## config.mk

```make
export PLATFORM = sky130hd
export DESIGN_NAME = serial_tx_fifo
export DESIGN_NICKNAME = d
export VERILOG_FILES = /design/src/rtl/serial_pkg.sv /design/src/rtl/tx_fifo.sv /design/src/rtl/serial_tx_fifo.sv
export SDC_FILE = /design/constraint.sdc
export NUM_CORES = 1
export LEC_CHECK = 0
export BUFFER_PORTS_ARGS = -buffer_cell sky130_fd_sc_hd__buf_2
export CORE_ASPECT_RATIO = 0.7
export CORE_MARGIN = 1.5
export CORE_UTILIZATION = 59
export DETAILED_ROUTE_END_ITERATION = 8
export PLACE_DENSITY_LB_ADDON = 0.2
export RECOVER_POWER = 50
export SYNTH_ARGS = -nofsm -noshare
export SYNTH_HDL_FRONTEND = slang
export SYNTH_SLANG_ARGS = --single-unit
```

## constraint.sdc

```tcl
create_clock -name clk -period 3.7 [get_ports clk]
set_input_delay 0.185 -clock clk [delete_from_list [all_inputs] [get_ports clk]]
set_output_delay 0.185 -clock clk [all_outputs]
set_load 0.01 [all_outputs]
```

## src/rtl/serial_pkg.sv

```systemverilog
// Shared definitions for the serial transmitter: FSM state encoding and the
// legal parameter ranges checked at elaboration by serial_tx_fifo.
// Optional feature macro: SERIAL_TX_PARITY_EN adds the PARITY state.
package serial_pkg;

    localparam int DATA_W_MIN    = 5;
    localparam int DATA_W_MAX    = 9;
    localparam int STOP_BITS_MIN = 1;
    localparam int STOP_BITS_MAX = 2;

`ifdef SERIAL_TX_PARITY_EN
    typedef enum logic [2:0] {
        IDLE   = 3'd0,
        START  = 3'd1,
        DATA   = 3'd2,
        PARITY = 3'd3,
        STOP   = 3'd4
    } txState_t;
`else
    typedef enum logic [2:0] {
        IDLE  = 3'd0,
        START = 3'd1,
        DATA  = 3'd2,
        STOP  = 3'd4
    } txState_t;
`endif

endpackage

```

## src/rtl/tx_fifo.sv

```systemverilog
// Word queue in front of the serial shifter. Writes are ignored while full,
// pops are ignored while empty; a simultaneous push and pop keeps the count.
// Pointers wrap naturally because FIFO_DEPTH is a power of two.
module tx_fifo #(
    parameter int DATA_W     = 8,
    parameter int FIFO_DEPTH = 4
) (
    input  logic                          clk,
    input  logic                          rst,
    input  logic                          push,
    input  logic                          pop,
    input  logic [DATA_W-1:0]             din,
    output logic [DATA_W-1:0]             dout,
    output logic                          full,
    output logic                          empty,
    output logic [$clog2(FIFO_DEPTH):0]   count
);

    localparam int PTR_W = $clog2(FIFO_DEPTH);
    localparam int CNT_W = PTR_W + 1;

    logic [DATA_W-1:0] mem_q [FIFO_DEPTH];
    logic [PTR_W-1:0]  wrPtr_q, wrPtr_d;
    logic [PTR_W-1:0]  rdPtr_q, rdPtr_d;
    logic [CNT_W-1:0]  count_q, count_d;
    logic              doPush;
    logic              doPop;

    assign full   = (count_q == CNT_W'(FIFO_DEPTH));
    assign empty  = (count_q == '0);
    assign count  = count_q;
    assign dout   = mem_q[rdPtr_q];
    assign doPush = push && !full;
    assign doPop  = pop && !empty;

    // Next pointer and occupancy values from the qualified push/pop strobes.
    always_comb begin
        wrPtr_d = wrPtr_q;
        rdPtr_d = rdPtr_q;
        count_d = count_q;
        if (doPush) begin
            wrPtr_d = wrPtr_q + PTR_W'(1);
        end
        if (doPop) begin
            rdPtr_d = rdPtr_q + PTR_W'(1);
        end
        case ({doPush, doPop})
            2'b10:   count_d = count_q + CNT_W'(1);
            2'b01:   count_d = count_q - CNT_W'(1);
            default: count_d = count_q;
        endcase
    end

    // Pointer/count registers; reset empties the queue.
    always_ff @(posedge clk) begin
        if (rst) begin
            wrPtr_q <= '0;
            rdPtr_q <= '0;
            count_q <= '0;
        end else begin
            wrPtr_q <= wrPtr_d;
            rdPtr_q <= rdPtr_d;
            count_q <= count_d;
        end
    end

    // Storage captures din at enqueue so later input changes cannot leak in.
    always_ff @(posedge clk) begin
        if (doPush) begin
            mem_q[wrPtr_q] <= din;
        end
    end

endmodule

```

## src/rtl/serial_tx_fifo.sv

```systemverilog
// Buffered serial transmitter: start bit, DATA_W data bits LSB first,
// optional parity, STOP_BITS stop bits; each bit lasts CLKS_PER_BIT clocks.
// Frames queued in tx_fifo go out back to back with no idle cycle.
// Optional feature macro: SERIAL_TX_PARITY_EN (parity bit, sense PARITY_ODD).
module serial_tx_fifo
    import serial_pkg::*;
#(
    parameter int CLKS_PER_BIT = 8,
    parameter int DATA_W       = 8,
    parameter int FIFO_DEPTH   = 4,
    parameter int STOP_BITS    = 1,
    parameter int PARITY_ODD   = 0
) (
    input  logic              clk,
    input  logic              rst,
    input  logic              start,
    input  logic [DATA_W-1:0] data_in,
    output logic              tx,
    output logic              busy,
    output logic              done,
    output logic              full,
    output logic              overflow
);

    localparam int CNT_W = $clog2(CLKS_PER_BIT);
    localparam int IDX_W = $clog2(DATA_W);

    if (DATA_W < DATA_W_MIN || DATA_W > DATA_W_MAX ||
        STOP_BITS < STOP_BITS_MIN || STOP_BITS > STOP_BITS_MAX ||
        CLKS_PER_BIT < 2 || PARITY_ODD < 0 || PARITY_ODD > 1 ||
        FIFO_DEPTH < 2 || (FIFO_DEPTH & (FIFO_DEPTH - 1)) != 0) begin : gBadParams
        $error("serial_tx_fifo: illegal parameter combination");
    end

    txState_t                  state_q, state_d;
    logic [CNT_W-1:0]          clkCnt_q, clkCnt_d;
    logic [IDX_W-1:0]          bitIdx_q, bitIdx_d;
    logic [DATA_W-1:0]         shift_q, shift_d;
    logic                      tx_q, tx_d;
    logic                      busy_q, busy_d;
    logic                      done_q, done_d;
    logic                      overflow_q;
`ifdef SERIAL_TX_PARITY_EN
    logic                      parity_q, parity_d;
`endif

    logic                      fifoPop;
    logic                      fifoFull;
    logic                      fifoEmpty;
    logic [DATA_W-1:0]         fifoDout;
    // Occupancy is available from the queue but only empty/full matter here.
    logic [$clog2(FIFO_DEPTH):0] unusedFifoCount;
    logic                      bitEnd;
    logic                      loadFrame;

    tx_fifo #(
        .DATA_W     (DATA_W),
        .FIFO_DEPTH (FIFO_DEPTH)
    ) uFifo (
        .clk   (clk),
        .rst   (rst),
        .push  (start),
        .pop   (fifoPop),
        .din   (data_in),
        .dout  (fifoDout),
        .full  (fifoFull),
        .empty (fifoEmpty),
        .count (unusedFifoCount)
    );

    assign tx       = tx_q;
    assign busy     = busy_q;
    assign done     = done_q;
    assign full     = fifoFull;
    assign overflow = overflow_q;
    assign bitEnd   = (clkCnt_q == CNT_W'(CLKS_PER_BIT - 1));

    // Next-state logic: walks the frame bit by bit and reloads straight from
    // the queue at the end of STOP so consecutive frames have no gap.
    always_comb begin
        state_d   = state_q;
        clkCnt_d  = clkCnt_q;
        bitIdx_d  = bitIdx_q;
        shift_d   = shift_q;
        tx_d      = tx_q;
        busy_d    = busy_q;
        done_d    = 1'b0;
        fifoPop   = 1'b0;
        loadFrame = 1'b0;
`ifdef SERIAL_TX_PARITY_EN
        parity_d  = parity_q;
`endif

        if (state_q != IDLE) begin
            clkCnt_d = bitEnd ? '0 : clkCnt_q + CNT_W'(1);
        end

        case (state_q)
            IDLE: begin
                if (!fifoEmpty) begin
                    loadFrame = 1'b1;
                end
            end
            START: begin
                if (bitEnd) begin
                    state_d = DATA;
                    tx_d    = shift_q[0];
                end
            end
            DATA: begin
                if (bitEnd) begin
                    if (bitIdx_q == IDX_W'(DATA_W - 1)) begin
                        bitIdx_d = '0;
`ifdef SERIAL_TX_PARITY_EN
                        state_d  = PARITY;
                        tx_d     = parity_q;
`else
                        state_d  = STOP;
                        tx_d     = 1'b1;
`endif
                    end else begin
                        bitIdx_d = bitIdx_q + IDX_W'(1);
                        shift_d  = shift_q >> 1;
                        tx_d     = shift_q[1];
                    end
                end
            end
`ifdef SERIAL_TX_PARITY_EN
            PARITY: begin
                if (bitEnd) begin
                    state_d  = STOP;
                    tx_d     = 1'b1;
                    bitIdx_d = '0;
                end
            end
`endif
            STOP: begin
                if (bitEnd) begin
                    if (bitIdx_q == IDX_W'(STOP_BITS - 1)) begin
                        done_d   = 1'b1;
                        bitIdx_d = '0;
                        if (!fifoEmpty) begin
                            loadFrame = 1'b1;
                        end else begin
                            state_d = IDLE;
                            tx_d    = 1'b1;
                            busy_d  = 1'b0;
                        end
                    end else begin
                        bitIdx_d = bitIdx_q + IDX_W'(1);
                    end
                end
            end
            default: begin
                state_d  = IDLE;
                clkCnt_d = '0;
                bitIdx_d = '0;
                tx_d     = 1'b1;
                busy_d   = 1'b0;
            end
        endcase

        if (loadFrame) begin
            fifoPop  = 1'b1;
            state_d  = START;
            clkCnt_d = '0;
            bitIdx_d = '0;
            shift_d  = fifoDout;
            tx_d     = 1'b0;
            busy_d   = 1'b1;
`ifdef SERIAL_TX_PARITY_EN
            parity_d = (^fifoDout) ^ 1'(PARITY_ODD);
`endif
        end
    end

    // State and output registers; reset aborts any frame and idles the line.
    always_ff @(posedge clk) begin
        if (rst) begin
            state_q    <= IDLE;
            clkCnt_q   <= '0;
            bitIdx_q   <= '0;
            shift_q    <= '0;
            tx_q       <= 1'b1;
            busy_q     <= 1'b0;
            done_q     <= 1'b0;
            overflow_q <= 1'b0;
`ifdef SERIAL_TX_PARITY_EN
            parity_q   <= 1'b0;
`endif
        end else begin
            state_q    <= state_d;
            clkCnt_q   <= clkCnt_d;
            bitIdx_q   <= bitIdx_d;
            shift_q    <= shift_d;
            tx_q       <= tx_d;
            busy_q     <= busy_d;
            done_q     <= done_d;
            overflow_q <= start && fifoFull;
`ifdef SERIAL_TX_PARITY_EN
            parity_q   <= parity_d;
`endif
        end
    end

endmodule

```

# After elaboration in Yosys (flattened, before gate mapping)
# Memory sizes are Yosys's and may differ from the RTL's. A register that Yosys moved wholly into a read port is not among the register bits.
# Index checks and enable logic that the tools add are counted.
op_classes:
  n_bitwise: 5
  n_mux: 42
  n_reduce_logical: 24
  eq_ne: 23
  addsub: 6
ops:
  columns: ["operator", "count"]
  rows:
  - ["$mux W3", 11]
  - ["$mux W8", 4]
  - ["$mux W1", 19]
  - ["$ne A3 B3 Y1 const B", 6]
  - ["$ne A2 B2 Y1 const B", 8]
  - ["$reduce_and A7 Y1", 2]
  - ["$eq A3 B3 Y1 const B", 4]
  - ["$pmux W3 S4", 1]
  - ["$add A3 B1 Y3 const B", 3]
  - ["$logic_not A3 Y1", 3]
  - ["$pmux W3 S3", 1]
  - ["$reduce_or A3 Y1", 3]
  - ["$pmux W3 S2", 1]
  - ["$reduce_and A3 Y1", 2]
  - ["$reduce_and A6 Y1", 1]
  - ["$reduce_bool A2 Y1", 3]
  - ["$not A1 Y1", 5]
  - ["$add A2 B1 Y2 const B", 2]
  - ["$mux W2", 2]
  - ["$pmux W1 S2", 2]
  - ["$pmux W1 S4", 1]
  - ["$reduce_and A4 Y1", 1]
  - ["$reduce_or A2 Y1", 2]
  - ["$reduce_or A4 Y1", 1]
  - ["other kinds (9)", 12]
totals:
  memories: 1
  word_cells: 113
  inputBits: 11
  regBits: 28
  output_inout_bits: 5
  mem_bits_rw: 32
memory_table:
  columns: ["memory", "depth", "width", "rd", "rd_ports_with_merged_regs", "wr", "line", "rtl"]
  rows:
  - ["uFifo.mem_q", 4, 8, 1, 1, 1, "tx_fifo.sv:22", "logic [DATA_W-1:0] mem_q [FIFO_DEPTH];"]

# Longest topological paths before layout
# Gate-level depths: netlist (run 1).
logic_depth:
  word_depth: 9
  ltp_mapped: 12
  ltp_nobuf: 11

# Cells and area by module
# Synthesis (run 1) repeated with hierarchy kept, for this count alone.
unflattened:
  hier_cells: 252
  hier_area_um2: 2847.7
modules_own_cells:
  columns: ["mod", "area_each_um2", "seq_area_each_um2", "n_inst", "cells_each"]
  rows:
  - ["tx_fifo", 1635.3, 1141.1, 1, 96]
  - ["serial_tx_fifo", 1212.4, 420.4, 1, 156]

# Worst setup path before layout (run 1)
# OpenSTA, ideal clock, no wires.
synth_timing:
  path_type: "register to register"
  start: "reg clkCnt_q[0]"
  end: "reg uFifo.count_q[2], in the netlist uFifo.count[2]"
  arrival_ps: 2681
  period_less_slack_ps: 2752
  t_required_ps: 3630
  path_buffers: 1
  slack_ps: 948
  path_stages_with_launch: 13
  setup_ps: 70
  cell_sequence: "dfxtp_1 > ha_1 > ha_1 > nand3b_1 > a2111o_1 > inv_2 > buf_4 > ha_1 > inv_1 > fa_1 > xor2_1 > or3_1 > a21oi_1"
synth_via:
  elab_chain_len: 7
  elab_cells_between_ends: 9
  cone_classes: "3 x eq/ne; 4 x mux; 2 x reduce/logical"
synth_lines:
  columns: ["element", "line", "rtl"]
  rows:
  - ["from (decl)", "serial_tx_fifo.sv:36", "logic [CNT_W-1:0] clkCnt_q, clkCnt_d;"]
  - ["from (signal assigned)", "serial_tx_fifo.sv:193", "clkCnt_q <= clkCnt_d;"]
  - ["$eq A3 B3 Y1 *", "serial_tx_fifo.sv:76", "assign bitEnd = (clkCnt_q == CNT_W'(CLKS_PER_BIT - 1));"]
  - ["$mux W1 *", "serial_tx_fifo.sv:138", "if (bitEnd) begin"]
  - ["$pmux W1 S2 *", "serial_tx_fifo.sv:98", "case (state_q)"]
  - ["$mux W1 *", "serial_tx_fifo.sv:163", "if (loadFrame) begin"]
  - ["$logic_and A1 B1 Y1 *", "tx_fifo.sv:34", "assign doPop = pop && !empty;"]
  - ["net uFifo.doPop", "tx_fifo.sv:27", "logic doPop;"]
  - ["$eq A2 B1 Y1 / $eq A2 B2 Y1 (equally long branches)", "tx_fifo.sv:47", "case ({doPush, doPop})"]
  - ["$pmux W3 S2 / $reduce_bool A2 Y1 (equally long branches)", null, null]
  - ["to (signal assigned)", "tx_fifo.sv:63", "count_q <= count_d;"]
  - ["to (decl)", "tx_fifo.sv:25", "logic [CNT_W-1:0] count_q, count_d;"]
# Mark *: on every way through the listed nets, which the timed path passes. The rest lies on a longest branch.
# A chain may end at the register's enable or synchronous reset.

# Final worst setup path (run 1)
layout_timing:
  start: "reg clkCnt_q[0]"
  end: "reg uFifo.count_q[2], in the netlist uFifo.count[2]"
layout_via:
  elab_chain_len: 7
  elab_cells_between_ends: 9
  cone_classes: "3 x eq/ne; 4 x mux; 2 x reduce/logical"
layout_lines:
  columns: ["element", "line"]
  rows:
  - ["$eq A3 B3 Y1 *", "serial_tx_fifo.sv:76"]
  - ["$mux W1 *", "serial_tx_fifo.sv:138"]
  - ["$pmux W1 S2 *", "serial_tx_fifo.sv:98"]
  - ["$mux W1 *", "serial_tx_fifo.sv:163"]
  - ["$logic_and A1 B1 Y1 *", "tx_fifo.sv:34"]
  - ["$eq A2 B1 Y1 / $eq A2 B2 Y1 (equally long branches)", "tx_fifo.sv:47"]
  - ["$pmux W3 S2 / $reduce_bool A2 Y1 (equally long branches)", null]
# Every way passes the cells marked *; elsewhere a longest branch is shown, timed or not.

==> results of run 1 <==
[logic make-up (layout without fill, tap and decap cells)]
logic type / after synthesis / count (layout)
fa+ha+maj: 11 / 11
flops: 62 / 62
mux: 10 / 10
simple gates: 73 / 73
xor+xnor: 4 / 4
compound gates: 42 / 42
buf+inv: 24 / 44
[worst paths after layout]
path                                  start                 to  slack [ps]  cells after the start
worst max register to register  clkCnt_q[0]     uFifo.count[2]         500                     11
worst min-delay path             data_in[7]  uFifo.mem_q[2][7]         110                      1
worst max-delay path            clkCnt_q[0]     uFifo.count[2]         500                     11
worst min register to register   shift_q[5]         shift_q[5]         470                      2
[cell type report]
cell class	count	area (um^2)	area share, %
Clock buffer	12	145	4.90
Clock inverter	4	22.5	0.760
Inverter	12	45.0	1.52
Multi-Input combinational cell	140	1050	35.5
Sequential cell	62	1560	52.7
Tap cell	55	68.8	2.32
Timing Repair Buffer	16	67.6	2.28
[power breakdown]
| group | internal, mW | switching (mW) | total (mW) |
|---|---|---|---|
| logic | 0.247 | 0.289 | 0.536 |
| registers | 0.848 | 0.114 | 0.961 |
| clock network | 0.258 | 0.246 | 0.503 |
| total | 1.35 | 0.648 | 2.00 |
[state kept, by name, summed over array words and instances (netlist names), named ones only]
name / count
tx: 1
uFifo.wrPtr_q: 2
overflow: 1
clkCnt_q: 3
uFifo.count: 3
done: 1
uFifo.mem_q: 32
shift_q: 8
bitIdx_q: 3
busy: 1
uFifo.rdPtr_q: 2
state_q: 3
[synth_stat cells (2+ instances only)]
master,instances,share of area [%]
a211oi_1,5,1.4
mux4_2,8,6.7
or3_1,2,0.46
nor3_1,6,1.1
a21oi_1,17,3.1
nor2_1,21,2.9
ha_1,10,4.6
nand3_1,7,1.3
o21bai_1,2,0.55
a22oi_1,2,0.55
o21ai_0,6,1.1
nand2b_1,3,0.69
dfxtp_1,30,22
nor4_1,3,0.69
a31oi_1,2,0.46
clkbuf_1,10,1.4
nand2_1,10,1.4
xnor2_1,2,0.65
inv_1,11,1.5
a32oi_1,2,0.65
nand3b_1,4,1.1
o22a_1,2,0.65
and3_1,4,0.92
xor2_1,2,0.65
edfxtp_1,32,35
nor2b_1,5,1.2
[placed cells by master (no fill, tap or decap), drive strengths merged, types with 2 or more instances in the layout]
master  synthesis  routed
nor3b           2       2
nor3            6       6
nor2           21      21
and3            4       4
inv            12      12
a32oi           2       2
o21ai           6       6
or3b            2       2
a21oi          17      17
nand3           7       7
a31oi           2       2
dfxtp          30      30
or3             2       2
xor2            2       2
nand2          10      10
nor2b           5       5
nand3b          4       4
a211oi          5       5
o21bai          2       2
mux4            8       8
a22oi           2       2
ha             10      10
nand2b          3       3
nor4            4       4
o22a            2       2
clkbuf         10      24
clkinv          0       3
buf             2       4
xnor2           2       2
edfxtp         32      32
[routing by layer]
metal  share of wire [%]  vias up  track usage, %
met2                  41       46            29.6
met3                 6.0        8            9.12
met4                 1.3        0            6.32
met5                   0        -               0
li1                    -      867               -
met1                  52      840            32.4
[per-stage QoR]
stage          area (um^2)  std cells  hold slack, ps
6_report              2960        301             112
5_1_grt               2960        301             105
4_1_cts               2980        301            48.9
3_5_place_dp          2810        285             407
3_3_place_gp          2810        285             405
2_1_floorplan         2710        226             256
==> out/metrics.yaml, run 1 <==
run_status:
  status: "complete, no violations"
synth:
  yosysWarnings: 0
  syn_nets: 248
  synth.yosys.seq_area_share_pct: 57.7
  ys_async_sr_fraction_pct: 0
  synth_compound_area_share_pct: 9.89
  synthAdderAreaFrac_pct: 5.36
  ys_ff_latch: 62
  synth.distinct_cells: 44
  synthXorXnorAreaFrac_pct: 1.29
  synthSimpleGateAreaFrac_pct: 14.8
  synth_area_per_cell_um2: 12.0
  syn_inst: 226
  synth_mux_area_share_pct: 7.44
  synth-edff-count: 32
  synth_top_family_by_area: "simple AND/OR/NAND/NOR gates"
  synth_flop_cell: "edfxtp_1"
  syn-cell-area_mm2: 0.00271
timing:
  clock.fmax_mhz: 312
  hold_viol: 0
  rsz0062_at_grt: "false"
  period_share_pct: 86.5
  worst-slew-pin-transition_ps: 689
  setup_viol: 0
  fin_crit_ps: 3200
  maxSlewHeadroom_pct: 54.0
  final_max_slew_viol_count: 0
  finalWorstSetupSlack_ps: 500
  timing.setup.tns_ps: 0
  fin_skew_ps: 6.53
global_route:
  grt_use_total_pct: 21.9
  grt_pass1_wl_um: 8070
  grt_pass1_vias: 1638
  antenna_found_initial: 0
  grt_start_max_net_pins: 24
  overflow: 0
final_layout:
  syn_to_final_growth_pct: 9.38
  final_nets: 263
  drive_gt1_share_pct: 12.6
  antennaDiodeCount: 0
  final_util_pct: 67.6
  fillers: 321
floorplan:
  initial_utilization_pct: 61.8
  die_area_mm2: 0.00501
  dieHeight_um: 59.7
  core_mm2: 0.00438
  fp-row-count: 20
  io_pins: 16
  die_w_um: 84.0
clock_network:
  hold_buffers: 0
  clock-sinks: 62
  htreeDepth: 3
  postCtsSetupBuffers: 0
  cts_tree: "done"
  cts.path.max_buffers: 2
  clk_latency_ps: 340
  clockRootBuffer: "clkbuf_8"
  cts.clk_slew.worst_paths_ps: 60
  cts-resized-gates: 0
  numCtsBuffers: 9
critical_path:
  worst_ep_required_time_ps: 3970
  worst-path-max-fanout: 14
  cp.arrival_ps: 3470
  cp-end-kind: "register"
  critPathMaxStageDelay_ps: 470
  cp_top_family: "adder cells"
  critPathSlowestCell: "a2111o_1"
  crit_top_cell: "ha_1"
  critical_path_class: "register to register"
  worst-path-buf-inv: 2
  crit_path_cell_trace: "ha_1 -> ha_1 -> nand3b_1 -> a2111o_1 -> inv_2 -> ha_1 -> inv_1 -> fa_1 -> xor2_1 -> or3_1 -> a21oi_1"
  timing.critical_path.from_type: "register"
job:
  drv_cap: 0
route:
  wire_per_inst_um: 15.8
  drc: 0
  vias_per_cell: 5.85
  final_antenna_net_count: 0
  firstDrtPassIters: 4
  wl_um: 4760
  drt_iter0_drc: 138
  vias: 1761
placed_design:
  place_ws_ps: 524
  place_congestion: 0.807
  place.detailed.hpwl_um: 3240
  portBuffers: 15
power:
  ir_drop_mv: 0.411
  total_power_mw: 2.00
  cellLeakagePower_nw: 1.04
  power_density_mw_per_mm2: 676
hold_path:
  hold_path_class: "primary input to register"
(Power assumes the default switching activity.)
==> run 2, diff against run 1 <==
GPL_TIMING_DRIVEN = 0   (was default)
PLACE_DENSITY = 0.77   (was default)
PLACE_DENSITY_LB_ADDON = default   (was 0.2)
SETUP_SLACK_MARGIN = 0.1   (was default)
==> out/metrics.yaml, run 2 (synthesis gave the netlist of run 1 again) <==
placed_design:
  place_ws_ps: 641
  place.detailed.hpwl_um: 3450
  place_congestion: 0.840
  portBuffers: 15
critical_path:
  r2r_cells: 12
  worst-path-max-fanout: 10
  worst_ep_required_time_ps: 3970
  timing.critical_path.from_type: "register"
  cp-end-kind: "register"
  rr_startpoint: "clkCnt_q[0]"
  reg2reg_to: "uFifo.count[2]"
  critical_path_class: "register to register"
  ff2ff_setup_slack_ps: 590
  cp.arrival_ps: 3380
final_layout:
  largestRegisters: "uFifo.mem_q x32, shift_q x8"
  drive_gt1_share_pct: 12.5
  mostFrequentLayoutCell: "edfxtp_1"
  final_nets: 274
  largest_register: "uFifo.mem_q"
  largest_reg_flops: 32
  syn_to_final_growth_pct: 12.7
  most-common-layout-cells: "32 x edfxtp_1, 30 x dfxtp_1, 24 x clkbuf_1, 21 x nor2_1, 17 x a21oi_1"
  antennaDiodeCount: 0
floorplan:
  die_area_mm2: 0.00501
  fp-row-count: 20
  die_w_um: 84.0
  initial_utilization_pct: 61.8
  core_mm2: 0.00438
  dieHeight_um: 59.7
  io_pins: 16
clock_network:
  clk_latency_ps: 340
  cts.clk_slew.worst_paths_ps: 70
  cts.path.max_buffers: 2
  clock-sinks: 62
  htreeDepth: 3
  numCtsBuffers: 9
  hold_buffers: 0
  clockRootBuffer: "clkbuf_8"
  cts-resized-gates: 0
  cts_tree: "done"
  postCtsSetupBuffers: 0
timing:
  period_share_pct: 84.1
  rsz0062_at_grt: "false"
  final_max_slew_viol_count: 0
  maxSlewHeadroom_pct: 65.1
  fin_crit_ps: 3110
  timing.setup.tns_ps: 0
  worst-slew-pin-transition_ps: 523
  hold_viol: 0
  fin_skew_ps: 11.2
  setup_viol: 0
  clock.fmax_mhz: 321
  finalWorstSetupSlack_ps: 588
global_route:
  grt_pass1_vias: 1636
  antenna_found_initial: 0
  grt_start_max_net_pins: 11
  grt_pass1_wl_um: 8050
  grt_use_total_pct: 22.2
  overflow: 0
route:
  wl_um: 4850
  wire_per_inst_um: 15.5
  drc: 0
  final_antenna_net_count: 0
  firstDrtPassIters: 4
  vias: 1809
  drt_iter0_drc: 180
  vias_per_cell: 5.80
hold_path:
  min_from: "rst"
  hold_path_class: "primary input to register"
  hold_path_end: "shift_q[3]"
  whs_path_depth: 2
power:
  internal_power_mw: 1.50
  total_power_mw: 2.15
  clockPowerShare_pct: 29.6
  pwr-share-comb_pct: 28.1
  power_density_mw_per_mm2: 706
  netSwitchingFraction_pct: 30.2
  cellLeakagePower_nw: 1.08
  seqPwrFrac_pct: 42.3
  switching_power_mw: 0.652
  ir_drop_mv: 0.410
job:
  drv_cap: 0
run_status:
  status: "complete, no violations"
run 2: final cells by class:
class,count,area [um^2]
Sequential cell,62,1560
Fill cell,311,1330
Multi-Input combinational cell,140,1050
Clock buffer,12,145
Clock inverter,4,70.1
Tap cell,55,68.8
Timing Repair Buffer,15,60.1
Buffer,12,50.0
Inverter,12,45.0
run 2: metal layers:
layer / part of all wire, % / wire length, um / GRT usage [%]
met5: 0 / 0 / 0
met4: 1.2 / 58 / 7.73
met3: 7.4 / 360 / 8.29
met2: 40 / 1960 / 31.5
met1: 51 / 2470 / 31.8
run 2: critical path, stage by stage (launching register included):
cell	delay (ps)
dfxtp_1	400
ha_1	190
ha_1	230
nand3b_1	180
a2111o_1	540
inv_2	80
buf_4	180
ha_1	200
inv_1	60
fa_1	370
xor2_1	170
or3_1	300
a21oi_1	130
run 2: per-stage QoR:
stage	instance area [um^2]	utilization [%]	instances	hold WS [ps]
after floorplan	2710	-	226	256
after global placement	2850	65.1	296	402
after detailed placement	2850	65.1	296	404
after CTS	3070	70.0	312	47.8
after global routing	3050	69.7	312	96.7
final	3050	69.7	312	82.9
run 2: power groups by stage:
stage	Sequential [mW]	Combinational [mW]	Clock, mW
finish	0.912	0.606	0.637
global route	0.927	0.687	0.679
CTS	0.911	0.610	0.652
detailed placement	0.925	0.606	0
global placement	0.920	0.595	0
floorplan	0.911	0.476	0
run 2: worst max path at each step:
stage,startpoint,end,depth (start not counted)
after floorplan,clkCnt_q[0],uFifo.count[2],12
after global placement,clkCnt_q[0],uFifo.count[2],12
after detailed placement,clkCnt_q[0],uFifo.count[2],12
after CTS,clkCnt_q[0],uFifo.count[2],12
after global routing,clkCnt_q[0],uFifo.count[2],12
final,clkCnt_q[0],uFifo.count[2],12
